$ cat src/rtl/uart_pkg.sv
// uart_pkg: frame-format constants and tx state encoding shared by the UART transmitter and receiver
package uart_pkg;
  localparam int UART_CLKS_PER_BIT = 4;
  localparam int UART_DATA_BITS = 8;
  localparam int UART_STOP_BITS = 1;
  localparam int UART_FRAME_CLKS = (1 + UART_DATA_BITS + UART_STOP_BITS) * UART_CLKS_PER_BIT;
  typedef enum logic [1:0] {IDLE, START, DATA, STOP} tx_state_e;
endpackage

$ cat src/rtl/uart_bit_timer.sv
// uart_bit_timer: free-running bit-period down-counter; restart reloads, bit_tick marks the last clk of a bit
module uart_bit_timer #(
  parameter int CLKS_PER_BIT = 4
) (
  input  logic clk,
  input  logic reset,
  input  logic restart,
  output logic bit_tick,
  output logic pre_tick
);
  localparam int CW = CLKS_PER_BIT > 1 ? $clog2(CLKS_PER_BIT) : 1;
  localparam logic [CW-1:0] TOP = CW'(CLKS_PER_BIT - 1);
  logic [CW-1:0] cnt_q;
  always_ff @(posedge clk or negedge reset)
    if (!reset) cnt_q <= '0;
    else cnt_q <= (restart || cnt_q == '0) ? TOP : cnt_q - CW'(1);
  assign bit_tick = cnt_q == '0;
  assign pre_tick = cnt_q == CW'(1);
endmodule

$ cat src/rtl/uart_transmitter.sv
// uart_transmitter: double-buffered (THR + TSR) 8N1 UART transmitter at 4x baud; CLKS_PER_BIT must be >= 2
module uart_transmitter
  import uart_pkg::*;
#(
  parameter int CLKS_PER_BIT = UART_CLKS_PER_BIT,
  parameter int DATA_BITS = UART_DATA_BITS,
  parameter int STOP_BITS = UART_STOP_BITS
) (
  input  logic                 clk,
  input  logic                 reset,
  input  logic [DATA_BITS-1:0] d_in,
  input  logic                 tx_load,
  output logic                 tx_data,
  output logic                 thr_empty,
  output logic                 tx_status,
  output logic                 tx_done,
  output logic                 tx_overrun
);
  localparam int BW = $clog2(DATA_BITS + 1);
  tx_state_e state_q;
  logic [DATA_BITS-1:0] thr_q, tsr_q;
  logic [BW-1:0] bit_cnt_q;
  logic tx_data_q, thr_empty_q, tx_status_q, tx_done_q, tx_overrun_q;
  logic bit_tick, pre_tick, last_stop, transfer;
  uart_bit_timer #(.CLKS_PER_BIT(CLKS_PER_BIT)) u_timer (
    .clk(clk),
    .reset(reset),
    .restart(state_q == IDLE),
    .bit_tick(bit_tick),
    .pre_tick(pre_tick)
  );
  assign last_stop = bit_cnt_q == BW'(STOP_BITS - 1);
  // THR empties into TSR either from idle or straight out of the final stop clk, so frames abut
  assign transfer = !thr_empty_q && (state_q == IDLE || (state_q == STOP && bit_tick && last_stop));
  always_ff @(posedge clk or negedge reset)
    if (!reset) begin
      state_q <= IDLE;
      thr_q <= '0;
      tsr_q <= '0;
      bit_cnt_q <= '0;
      tx_data_q <= 1'b1;
      thr_empty_q <= 1'b1;
      tx_status_q <= 1'b0;
      tx_done_q <= 1'b0;
      tx_overrun_q <= 1'b0;
    end else begin
      tx_overrun_q <= tx_load && !thr_empty_q;
      tx_done_q <= state_q == STOP && last_stop && pre_tick;
      if (tx_load && thr_empty_q) begin
        thr_q <= d_in;
        thr_empty_q <= 1'b0;
      end
      if (transfer) begin
        tsr_q <= thr_q;
        thr_empty_q <= 1'b1;
        tx_data_q <= 1'b0;
        tx_status_q <= 1'b1;
        bit_cnt_q <= '0;
        state_q <= START;
      end else begin
        case (state_q)
          IDLE: begin
            tx_data_q <= 1'b1;
            bit_cnt_q <= '0;
          end
          START: if (bit_tick) begin
            tx_data_q <= tsr_q[0];
            state_q <= DATA;
          end
          DATA: if (bit_tick) begin
            tsr_q <= tsr_q >> 1;
            if (bit_cnt_q == BW'(DATA_BITS - 1)) begin
              bit_cnt_q <= '0;
              tx_data_q <= 1'b1;
              state_q <= STOP;
            end else begin
              bit_cnt_q <= bit_cnt_q + BW'(1);
              tx_data_q <= tsr_q[1];
            end
          end
          STOP: if (bit_tick) begin
            if (last_stop) begin
              tx_status_q <= 1'b0;
              state_q <= IDLE;
            end else bit_cnt_q <= bit_cnt_q + BW'(1);
          end
          default: state_q <= IDLE;
        endcase
      end
    end
  assign tx_data = tx_data_q;
  assign thr_empty = thr_empty_q;
  assign tx_status = tx_status_q;
  assign tx_done = tx_done_q;
  assign tx_overrun = tx_overrun_q;
endmodule
$ cat config.mk
export PLATFORM = sky130hd
export DESIGN_NAME = uart_transmitter
export DESIGN_NICKNAME = d
export VERILOG_FILES = /design/src/rtl/uart_pkg.sv /design/src/rtl/uart_bit_timer.sv /design/src/rtl/uart_transmitter.sv
export SDC_FILE = /design/constraint.sdc
export NUM_CORES = 1
export LEC_CHECK = 0
export ABC_CLOCK_PERIOD_IN_PS = 2340
export CORE_UTILIZATION = 30
export DETAILED_ROUTE_END_ITERATION = 10
export GPL_TIMING_DRIVEN = 0
export SYNTH_ARGS = -nofsm -noshare
export SYNTH_HDL_FRONTEND = slang
export SYNTH_SLANG_ARGS = --single-unit
$ cat constraint.sdc
create_clock -name clk -period 2.34 [get_ports clk]
set_input_delay 0.351 -clock clk [delete_from_list [all_inputs] [get_ports clk]]
set_output_delay 0.351 -clock clk [all_outputs]
set_load 0.03 [all_outputs]
Word-level counts from Yosys, hierarchy flattened:

Cells that the tools add are included.

* bits in registers: 29
* bits of input ports: 11
* word-level logic and storage cells: 77

* add/sub/neg operators: 2
* equality and inequality tests: 11
* mux-type cells: 28
* reductions and logical operators: 26

Operators with widths (number)
* $mux 8: 3
* $mux 4: 5
* $ne 3x3->1 const B: 6
* $mux 2: 7
* $pmux 4 s3: 1
* $reduce_bool 4->1: 3
* $mux 1: 10
* $reduce_bool 2->1: 5
* $logic_and 1x1->1: 7
* $pmux 2 s3: 1
* $reduce_and 3->1: 2
* $reduce_and 6->1: 1
* $add 4x1->4 const B: 1
* $eq 2x1->1 const B: 2
* $eq 2x2->1 const B: 2
* $eq 4x3->1 const B: 1
* $logic_not 2->1: 2
* $logic_not 4->1: 1
* $reduce_and 4->1: 1
* $pmux 1 s3: 1
* $logic_or 1x1->1: 2
* $reduce_and 2->1: 1
* $sub 2x1->2 const B: 1
* $logic_not 1->1: 1

Depth between registers and ports, before layout:

Gate-level depths: netlist of run 1.

* depth in word-level cells: 7
* depth in mapped cells: 7
* depth with buffers taken out: 6

Cells and area by module:

Synthesis of run 1 repeated with hierarchy kept, for this count alone.

* cell total of the unflattened synthesis: 139
* area, all modules: 1486.4 um2

Modules (own cells, without submodules)
* uart_transmitter: times used 1, cells an instance 131, area each 1386.3 um2, seq. area each 678.2 um2
* uart_bit_timer: times used 1, cells an instance 8, area each 100.1 um2, seq. area each 50.0 um2

Worst setup path before layout of run 1:

No wires, ideal clock.

* path kind: reg-to-reg
* from: reg state_q[0]
* to: reg bit_cnt_q[0]
* library setup time: 0.125 ns
* data arrival time: 1.635 ns
* required time: 2.215 ns
* path slack: 0.581 ns
* stages on the path, launching flop included: 7
* period minus slack after synthesis: 1.759 ns
* cell sequence: dfrtp_1 > inv_1 > ha_1 > nor2b_2 > o32ai_1 > or2_2 > mux2_2

* word-level cells in the longest chain between the ends: 7
* elaborated cells between the ends (all ways): 14
* classes of those cells: eq/ne: 5; mux: 2; reduce/logical: 7

Ends and longest elaborated chain
* from (decl): RTL line uart_transmitter.sv:20 `tx_state_e state_q;`
* from (signal assigned): RTL line uart_transmitter.sv:37 `state_q <= IDLE;`
* from (signal assigned): RTL line uart_transmitter.sv:59 `state_q <= START;`
* from (signal assigned): RTL line uart_transmitter.sv:68 `state_q <= DATA;`
* $eq 2x2->1: RTL line uart_transmitter.sv:34, uart_transmitter.sv:61
* $logic_and 1x1->1 (2 in series): RTL line uart_transmitter.sv:34 `assign transfer = !thr_empty_q && (state_q == IDLE || (state_q == STOP && bit_tick && last_stop));`
* $logic_or 1x1->1: RTL line uart_transmitter.sv:34
* $logic_and 1x1->1: RTL line uart_transmitter.sv:34
* $ne 3x3->1 (no source line) or $reduce_bool 4->1 (tied branches)
* $reduce_and 4->1 (no source line)
* to (signal assigned): RTL line uart_transmitter.sv:77 `bit_cnt_q <= bit_cnt_q + BW'(1);`
* to (signal assigned): RTL line uart_transmitter.sv:85 `end else bit_cnt_q <= bit_cnt_q + BW'(1);`
* to (decl): RTL line uart_transmitter.sv:22 `logic [BW-1:0] bit_cnt_q;`

Several ways; a longest one is shown, not always the timed one.
A chain may end at the register's enable or synchronous reset.

Worst setup path in the final report of run 1:

Same ends and word-level chain as after synthesis.

==> flow_summary.rst, run 1 <==
.. list-table::
   :header-rows: 1

   * - Metric
     - Value
   * - Crit Reg-Reg Endpoint
     - bit_cnt_q[0]$_DFFE_PN0P_
   * - Fin. max-slew vios
     - 0
   * - Top cells by instance count after synthesis
     - 27 x sky130_fd_sc_hd__dfrtp_1, 17 x sky130_fd_sc_hd__nand2_1, 10 x sky130_fd_sc_hd__ha_1, 10 x sky130_fd_sc_hd__mux2_2, 9 x sky130_fd_sc_hd__inv_1
   * - Maximum vdd ir drop
     - ~0.7 mV
   * - Insertion delay of the later-clocked pin in the worst-skew pair
     - about 280 ps
   * - Combinational share of power
     - 47.3%
   * - Yosys warnings
     - 0
   * - Input/output buffers
     - 15
   * - Post-route cell area
     - 1820 µm²
   * - Crit Reg-Reg Startpoint
     - state_q[0]$_DFFE_PN0P_
   * - Result of the run
     - finished, final reports clean
   * - Area share of the largest cell type after synthesis
     - ~45%
   * - Highest achievable clock rate
     - around 0.5 GHz
   * - Element type at the critical path end
     - flop
   * - Sum of overflow across all layers after global routing
     - 0
   * - Number of levels in the clock H-tree
     - 2
   * - Total number of nets in the final design
     - around 180
   * - Last weighted congestion value of the routability-driven placer
     - about 0.74
   * - Max Buffers Root-to-Sink
     - 2
   * - DR WL/cell
     - between 10 and 15 µm
   * - Worst max-slew margin expressed relative to the limit
     - 57.1%
   * - Ys flop type
     - sky130_fd_sc_hd__dfrtp_1
   * - Critical path class
     - reg -> reg
   * - Cells after synthesis
     - ~130
   * - Critical path arrival
     - between 2000 and 2500 ps
   * - Syn Nets
     - between 150 and 200
   * - Clock sink total
     - 29
   * - Final setup skew
     - 3.15 ps
   * - Top post-synthesis cells by area
     - sky130_fd_sc_hd__dfrtp_1 45%, sky130_fd_sc_hd__ha_1 8.3%, sky130_fd_sc_hd__mux2_2 7.5%, sky130_fd_sc_hd__mux2i_1 4.7%, sky130_fd_sc_hd__nand2_1 4.2%
   * - Count of different cell masters after synthesis
     - 40
   * - Vias
     - 1024
   * - Height of the chip
     - about 73 µm
   * - Setup TNS
     - 0 ps
   * - Violation count after the first detailed-route iteration
     - 45
   * - Share of flip-flops with an asynchronous set or reset after synthesis
     - 100%
   * - Switching share of power
     - 38.8%
   * - Average vias per placed instance
     - approximately 4.6
   * - Hold-fix buffers, CTS
     - 0
   * - EDFF count, synth
     - 0
   * - Proportion of power drawn by the clock network
     - about 17%
   * - Startpoint type of the worst setup path
     - flop
   * - Die W
     - approximately 73 µm
   * - Transition time at the pin with the least slew margin
     - 644 ps
   * - Place WS
     - 338 ps
   * - # diodes
     - 0
   * - Sum of net half-perimeters after detailed placement
     - 1.99 mm
   * - Number of global-route vias before repair
     - roughly 1100
   * - Standard cell area after detailed placement
     - between 1500 and 2000 µm²
   * - Final instance count without filler cells
     - roughly 220
   * - Post-synthesis area per instance
     - about 11 µm²
   * - Drc violations
     - 0
   * - Smallest setup slack after layout
     - about 330 ps
   * - Total iterations of the first detailed-routing run
     - 7
   * - Reg power frac
     - about 36%
   * - Number of cells upsized or downsized after cts
     - 0
   * - Utilization after layout
     - roughly two fifths
   * - Post-synthesis cell area
     - 1510 µm²
   * - Row Count
     - 25
   * - Total GRT Usage
     - around an eighth
   * - Cell taking the most area after synthesis
     - sky130_fd_sc_hd__dfrtp_1
   * - Setup repair after global routing missed its margin
     - false
   * - Worst-path clk slew
     - roughly 60 ps
   * - Count of antenna-violating nets left after detailed routing
     - 0
   * - Cts bufs inserted
     - 5
   * - Boundary Pins
     - 16
   * - Post-CTS setup buffer count
     - 0
   * - Power Dens Cells
     - approximately 1300 nW/µm²
   * - Most numerous cell in the Yosys netlist
     - sky130_fd_sc_hd__dfrtp_1
   * - Hold violation total from the final report
     - 0
   * - Switching Power
     - approximately 950 µW
   * - Wire length of the first global-routing pass
     - between 4 and 5 mm
   * - Area growth from synthesis to layout
     - 20.9%
   * - Fraction of final layout cells sized beyond drive strength 1
     - between 20% and 30%
   * - Initial Util
     - about a third
   * - Part of the cycle the worst path needs
     - 85.7%
   * - R2R cell count
     - 7
   * - Worst EP required
     - about 2500 ps
   * - Number of placed instances, taps included
     - roughly 220
   * - Worst-path maximum fanout
     - 9
   * - Worst reg2reg setup slack
     - approximately 330 ps
   * - Number of antenna violations at the first check in global routing
     - 0
   * - Standard cell core area
     - approximately 4800 µm²
   * - Number of maximum-capacitance constraint violations
     - 0
   * - Flip-flop and latch count after synthesis
     - 29
   * - Sequential element share of the synthesized area
     - between 40% and 50%
   * - Detailed-route wire length
     - around 2.8 mm
   * - Die area
     - roughly 5300 µm²
   * - TritonCTS clock tree
     - done
   * - Leakage component of the power
     - 0.000842 µW
   * - Worst hold path class
     - in -> async
   * - Final period demand of the worst path
     - between 2000 and 2500 ps
   * - Clock Root Buffer
     - sky130_fd_sc_hd__clkbuf_8
   * - Pin count of the biggest net entering global routing
     - 30
   * - Endpoints failing setup
     - 0
   * - P_int
     - about 1500 µW
registers in the layout, indices dropped and copies added, names as in the netlist:
name,cells
bit_cnt_q,4
tx_status,1
u_timer.cnt_q,2
tx_data,1
state_q,2
thr_empty,1
thr_q,8
tx_overrun,1
tsr_q,8
tx_done,1
worst max-delay path by stage:
stage | cells past startpoint | start | end
after floorplan | 6 | state_q[0]$_DFFE_PN0P_ | bit_cnt_q[0]$_DFFE_PN0P_
after global placement | 7 | state_q[0]$_DFFE_PN0P_ | bit_cnt_q[0]$_DFFE_PN0P_
after detailed placement | 7 | state_q[0]$_DFFE_PN0P_ | bit_cnt_q[0]$_DFFE_PN0P_
after CTS | 7 | state_q[0]$_DFFE_PN0P_ | bit_cnt_q[0]$_DFFE_PN0P_
after global routing | 7 | state_q[0]$_DFFE_PN0P_ | bit_cnt_q[0]$_DFFE_PN0P_
final | 7 | state_q[0]$_DFFE_PN0P_ | bit_cnt_q[0]$_DFFE_PN0P_
through the flow:
stage,hold slack (ps),total power (µW)
floorplan,55.4,1750
global placement,446,2000
detailed placement,452,2060
CTS,465,2480
global route,136,2650
finish,91.8,2450
metal layers:
| metal | vias to the layer above | part of all wire, % | GRT usage (%) |
|---|---|---|---|
| met2 | 15 | 46 | 19.3 |
| met4 | 0 | 2.5 | 6.97 |
| met1 | 490 | 47 | 14.3 |
| met3 | 7 | 3.7 | 4.97 |
| met5 | - | 0 | 0 |
| li1 | 512 | - | - |
worst max-delay path, stage by stage (launching register included):
cell and delay, ps:
sky130_fd_sc_hd__dfrtp_1 430, sky130_fd_sc_hd__inv_1 140, sky130_fd_sc_hd__ha_1 160, sky130_fd_sc_hd__buf_2 190, sky130_fd_sc_hd__nor2_1 70, sky130_fd_sc_hd__o32ai_1 530
sky130_fd_sc_hd__nor4_2 100, sky130_fd_sc_hd__mux2_2 280
kinds of logic after synthesis:
logic type,after synthesis,share of synthesized area [%]
multiplexers,17,12.1
AND/OR/NAND/NOR,37,13.0
flip-flops,29,48.4
adder cells (fa/ha/maj),10,8.31
AO/OA/AOI/OAI,27,14.2
buffers and inverters,13,3.99
cell usage in the layout, fill, tap and decap left out, drive strengths merged, types with 4 or more instances in the layout:
| cell | netlist | layout |
|---|---|---|
| clkdlybuf4s50 | 0 | 14 |
| ha | 10 | 10 |
| mux2 | 10 | 10 |
| inv | 9 | 9 |
| o21ai | 8 | 8 |
| clkbuf | 0 | 7 |
| nor2 | 7 | 7 |
| nand2 | 17 | 17 |
| dfrtp | 27 | 27 |
| mux2i | 7 | 7 |
| buf | 3 | 4 |
layout make-up:
type	instances	area, µm²
inverter	10	38.8
buffer	3	21.3
tap	67	83.8
fill	450	2970
sequential	29	728
clock buffer	7	86.3
multi-input combinational	91	717
timing repair buffer	15	145
power by group through the flow:
stage / registers, µW / logic (µW) / clock network [µW]
after detailed placement: 892 / 1160 / 0
final: 884 / 1160 / 409
after global placement: 878 / 1120 / 0
after global routing: 919 / 1280 / 451
after floorplan: 922 / 826 / 0
after CTS: 885 / 1170 / 421
(Power assumes the default switching activity.)
==> run 2: changes to the inputs <==
- CAP_MARGIN: not set -> 20
- CTS_CLUSTER_SIZE: not set -> 20
==> flow_summary.rst, run 2 (same netlist as run 1, synthesis figures left out) <==
.. list-table::
   :header-rows: 1

   * - Metric
     - Value
   * - Proportion of power drawn by the clock network
     - between 10% and 20%
   * - Highest achievable clock rate
     - roughly 0.5 GHz
   * - Row Count
     - 25
   * - Count of antenna-violating nets left after detailed routing
     - 0
   * - Worst-path maximum fanout
     - 9
   * - Fraction of final layout cells sized beyond drive strength 1
     - 20.4%
   * - Count of filler cells inserted in the layout
     - roughly 450
   * - P_int
     - 1510 µW
   * - Sum of overflow across all layers after global routing
     - 0
   * - Commonest cells after routing, fill and taps aside
     - 27 x sky130_fd_sc_hd__dfrtp_1, 17 x sky130_fd_sc_hd__nand2_1, 15 x sky130_fd_sc_hd__clkdlybuf4s50_1
   * - Crit Reg-Reg Startpoint
     - state_q[0]$_DFFE_PN0P_
   * - Number of maximum-capacitance constraint violations
     - 0
   * - Cts bufs inserted
     - 5
   * - Pin count of the biggest net entering global routing
     - 19
   * - Number of cells upsized or downsized after cts
     - 0
   * - Insertion delay of the later-clocked pin in the worst-skew pair
     - between 200 and 300 ps
   * - Critical path arrival
     - 2160 ps
   * - Clock Root Buffer
     - sky130_fd_sc_hd__clkbuf_8
   * - Post-CTS setup buffer count
     - 0
   * - Endpoint of the worst hold path
     - u_timer.cnt_q[0]$_DFF_PN0_
   * - Crit Reg-Reg Endpoint
     - bit_cnt_q[0]$_DFFE_PN0P_
   * - Height of the chip
     - 72.8 µm
   * - TritonCTS clock tree
     - done
   * - Input/output buffers
     - 15
   * - CP max-delay cell
     - sky130_fd_sc_hd__o32ai_1
   * - Wire length of the first global-routing pass
     - roughly 4.7 mm
   * - Setup TNS
     - 0 ps
   * - Number of levels in the clock H-tree
     - 2
   * - # diodes
     - 0
   * - Utilization after layout
     - 38.8%
   * - Endpoints failing setup
     - 0
   * - Switching share of power
     - about two fifths
   * - Max Buffers Root-to-Sink
     - 2
   * - R2R cell count
     - 7
   * - Standard cell core area
     - approximately 4800 µm²
   * - Boundary Pins
     - 16
   * - Worst max-slew margin expressed relative to the limit
     - approximately 58%
   * - Result of the run
     - finished, final reports clean
   * - Fin. max-slew vios
     - 0
   * - Worst hold path class
     - reg -> reg
   * - Total number of nets in the final design
     - approximately 180
   * - Area growth from synthesis to layout
     - 23.4%
   * - Drc violations
     - 0
   * - Die W
     - around 73 µm
   * - Final setup skew
     - 6.55 ps
   * - Last weighted congestion value of the routability-driven placer
     - ~0.74
   * - Worst-path clk slew
     - approximately 60 ps
   * - Initial Util
     - about a third
   * - Violation count after the first detailed-route iteration
     - 38
   * - Worst reg2reg setup slack
     - 350 ps
   * - Vias
     - between 1000 and 1500
   * - Startpoint type of the worst setup path
     - flop
   * - Maximum vdd ir drop
     - 0.693 mV
   * - Sum of net half-perimeters after detailed placement
     - 2.00 mm
   * - Transition time at the pin with the least slew margin
     - 632 ps
   * - Number of global-route vias before repair
     - ~1000
   * - Count of buffering cells on the critical path with inverters included
     - 2
   * - Die area
     - 5300 µm²
   * - Startpoint of the tightest hold check path
     - u_timer.cnt_q[0]$_DFF_PN0_
   * - Part of the cycle the worst path needs
     - 85.2%
   * - Worst EP required
     - 2510 ps
   * - Power Dens Cells
     - about 1300 nW/µm²
   * - Final period demand of the worst path
     - 1990 ps
   * - Combinational share of power
     - 47.1%
   * - Hold-critical path depth
     - 1
   * - Largest registers
     - thr_q x8, tsr_q x8, bit_cnt_q x4
   * - Reg power frac
     - a little over a third
   * - Cell family with most CP delay
     - compound AO/OA/AOI/OAI gates
   * - Delay of the slowest cell on the worst path
     - approximately 530 ps
   * - Most common library cell in the layout ignoring fill and taps
     - sky130_fd_sc_hd__dfrtp_1
   * - CP cell instances
     - inv_1, ha_1, buf_2, nor2_1, o32ai_1, nor4_2, mux2_2
   * - Leakage component of the power
     - around 0.00086 µW
   * - Clock sink total
     - 29
   * - Setup repair after global routing missed its margin
     - false
   * - Detailed-route wire length
     - 2.74 mm
   * - Average vias per placed instance
     - 4.78
   * - DR WL/cell
     - 12.2 µm
   * - Switching Power
     - 943 µW
   * - Hold-fix buffers, CTS
     - 0
   * - Critical path class
     - reg -> reg
   * - Number of antenna violations at the first check in global routing
     - 0
   * - Total GRT Usage
     - 12.1%
   * - Element type at the critical path end
     - flop
   * - Hold violation total from the final report
     - 0
   * - Total iterations of the first detailed-routing run
     - 4
[run 2: changes by cell type in the layout (fill, tap and decap cells not counted)]
cell and delta:
sky130_fd_sc_hd__buf_2 -1, sky130_fd_sc_hd__clkdlybuf4s50_1 +1, sky130_fd_sc_hd__buf_16 +1, sky130_fd_sc_hd__clkbuf_1 +1
[run 2: worst max-delay path by stage]
stage | startpoint | endpoint | slack (ps) | cells past startpoint
3_3_place_gp | state_q[0]$_DFFE_PN0P_ | bit_cnt_q[0]$_DFFE_PN0P_ | 390 | 7
4_1_cts | state_q[0]$_DFFE_PN0P_ | bit_cnt_q[0]$_DFFE_PN0P_ | 350 | 7
3_5_place_dp | state_q[0]$_DFFE_PN0P_ | bit_cnt_q[0]$_DFFE_PN0P_ | 360 | 7
6_report | state_q[0]$_DFFE_PN0P_ | bit_cnt_q[0]$_DFFE_PN0P_ | 350 | 7
5_1_grt | state_q[0]$_DFFE_PN0P_ | bit_cnt_q[0]$_DFFE_PN0P_ | 190 | 7
2_1_floorplan | state_q[0]$_DFFE_PN0P_ | bit_cnt_q[0]$_DFFE_PN0P_ | 580 | 6
[run 2: through the flow]
step | area, µm² | cells | worst slack [ps] | power (µW) | hold slack [ps]
floorplan | 1510 | 133 | 581 | 1750 | 55.4
global placement | 1740 | 215 | 387 | 2000 | 446
detailed placement | 1770 | 216 | 356 | 2060 | 452
CTS | 1860 | 224 | 348 | 2490 | 461
global route | 1860 | 224 | 186 | 2660 | 512
finish | 1860 | 224 | 347 | 2460 | 460
[run 2: power by group through the flow]
stage	Combinational [µW]	Sequential [µW]	Clock, µW
6_report	1160	885	415
5_1_grt	1290	917	460
4_1_cts	1180	885	430
3_5_place_dp	1160	891	0
3_3_place_gp	1120	878	0
2_1_floorplan	826	922	0
[run 2: cell type report]
cell class	count	area, µm²	share of cell area [%]
well taps	67	83.8	4.51
plain buffers	3	21.3	1.15
repair buffers	16	178	9.57
multi-input cells	91	717	38.6
flip-flops and latches	29	728	39.2
inverters	10	38.8	2.09
clock buffers	8	90.1	4.85
[run 2: layer usage]
metal | routed length [µm] | vias to the layer above | track usage, %
li1 | - | 520 | -
met1 | 1250 | 523 | 14.8
met4 | 58 | 0 | 6.32
met3 | 104 | 5 | 4.14
met5 | 0 | - | 0
met2 | 1320 | 23 | 18.9
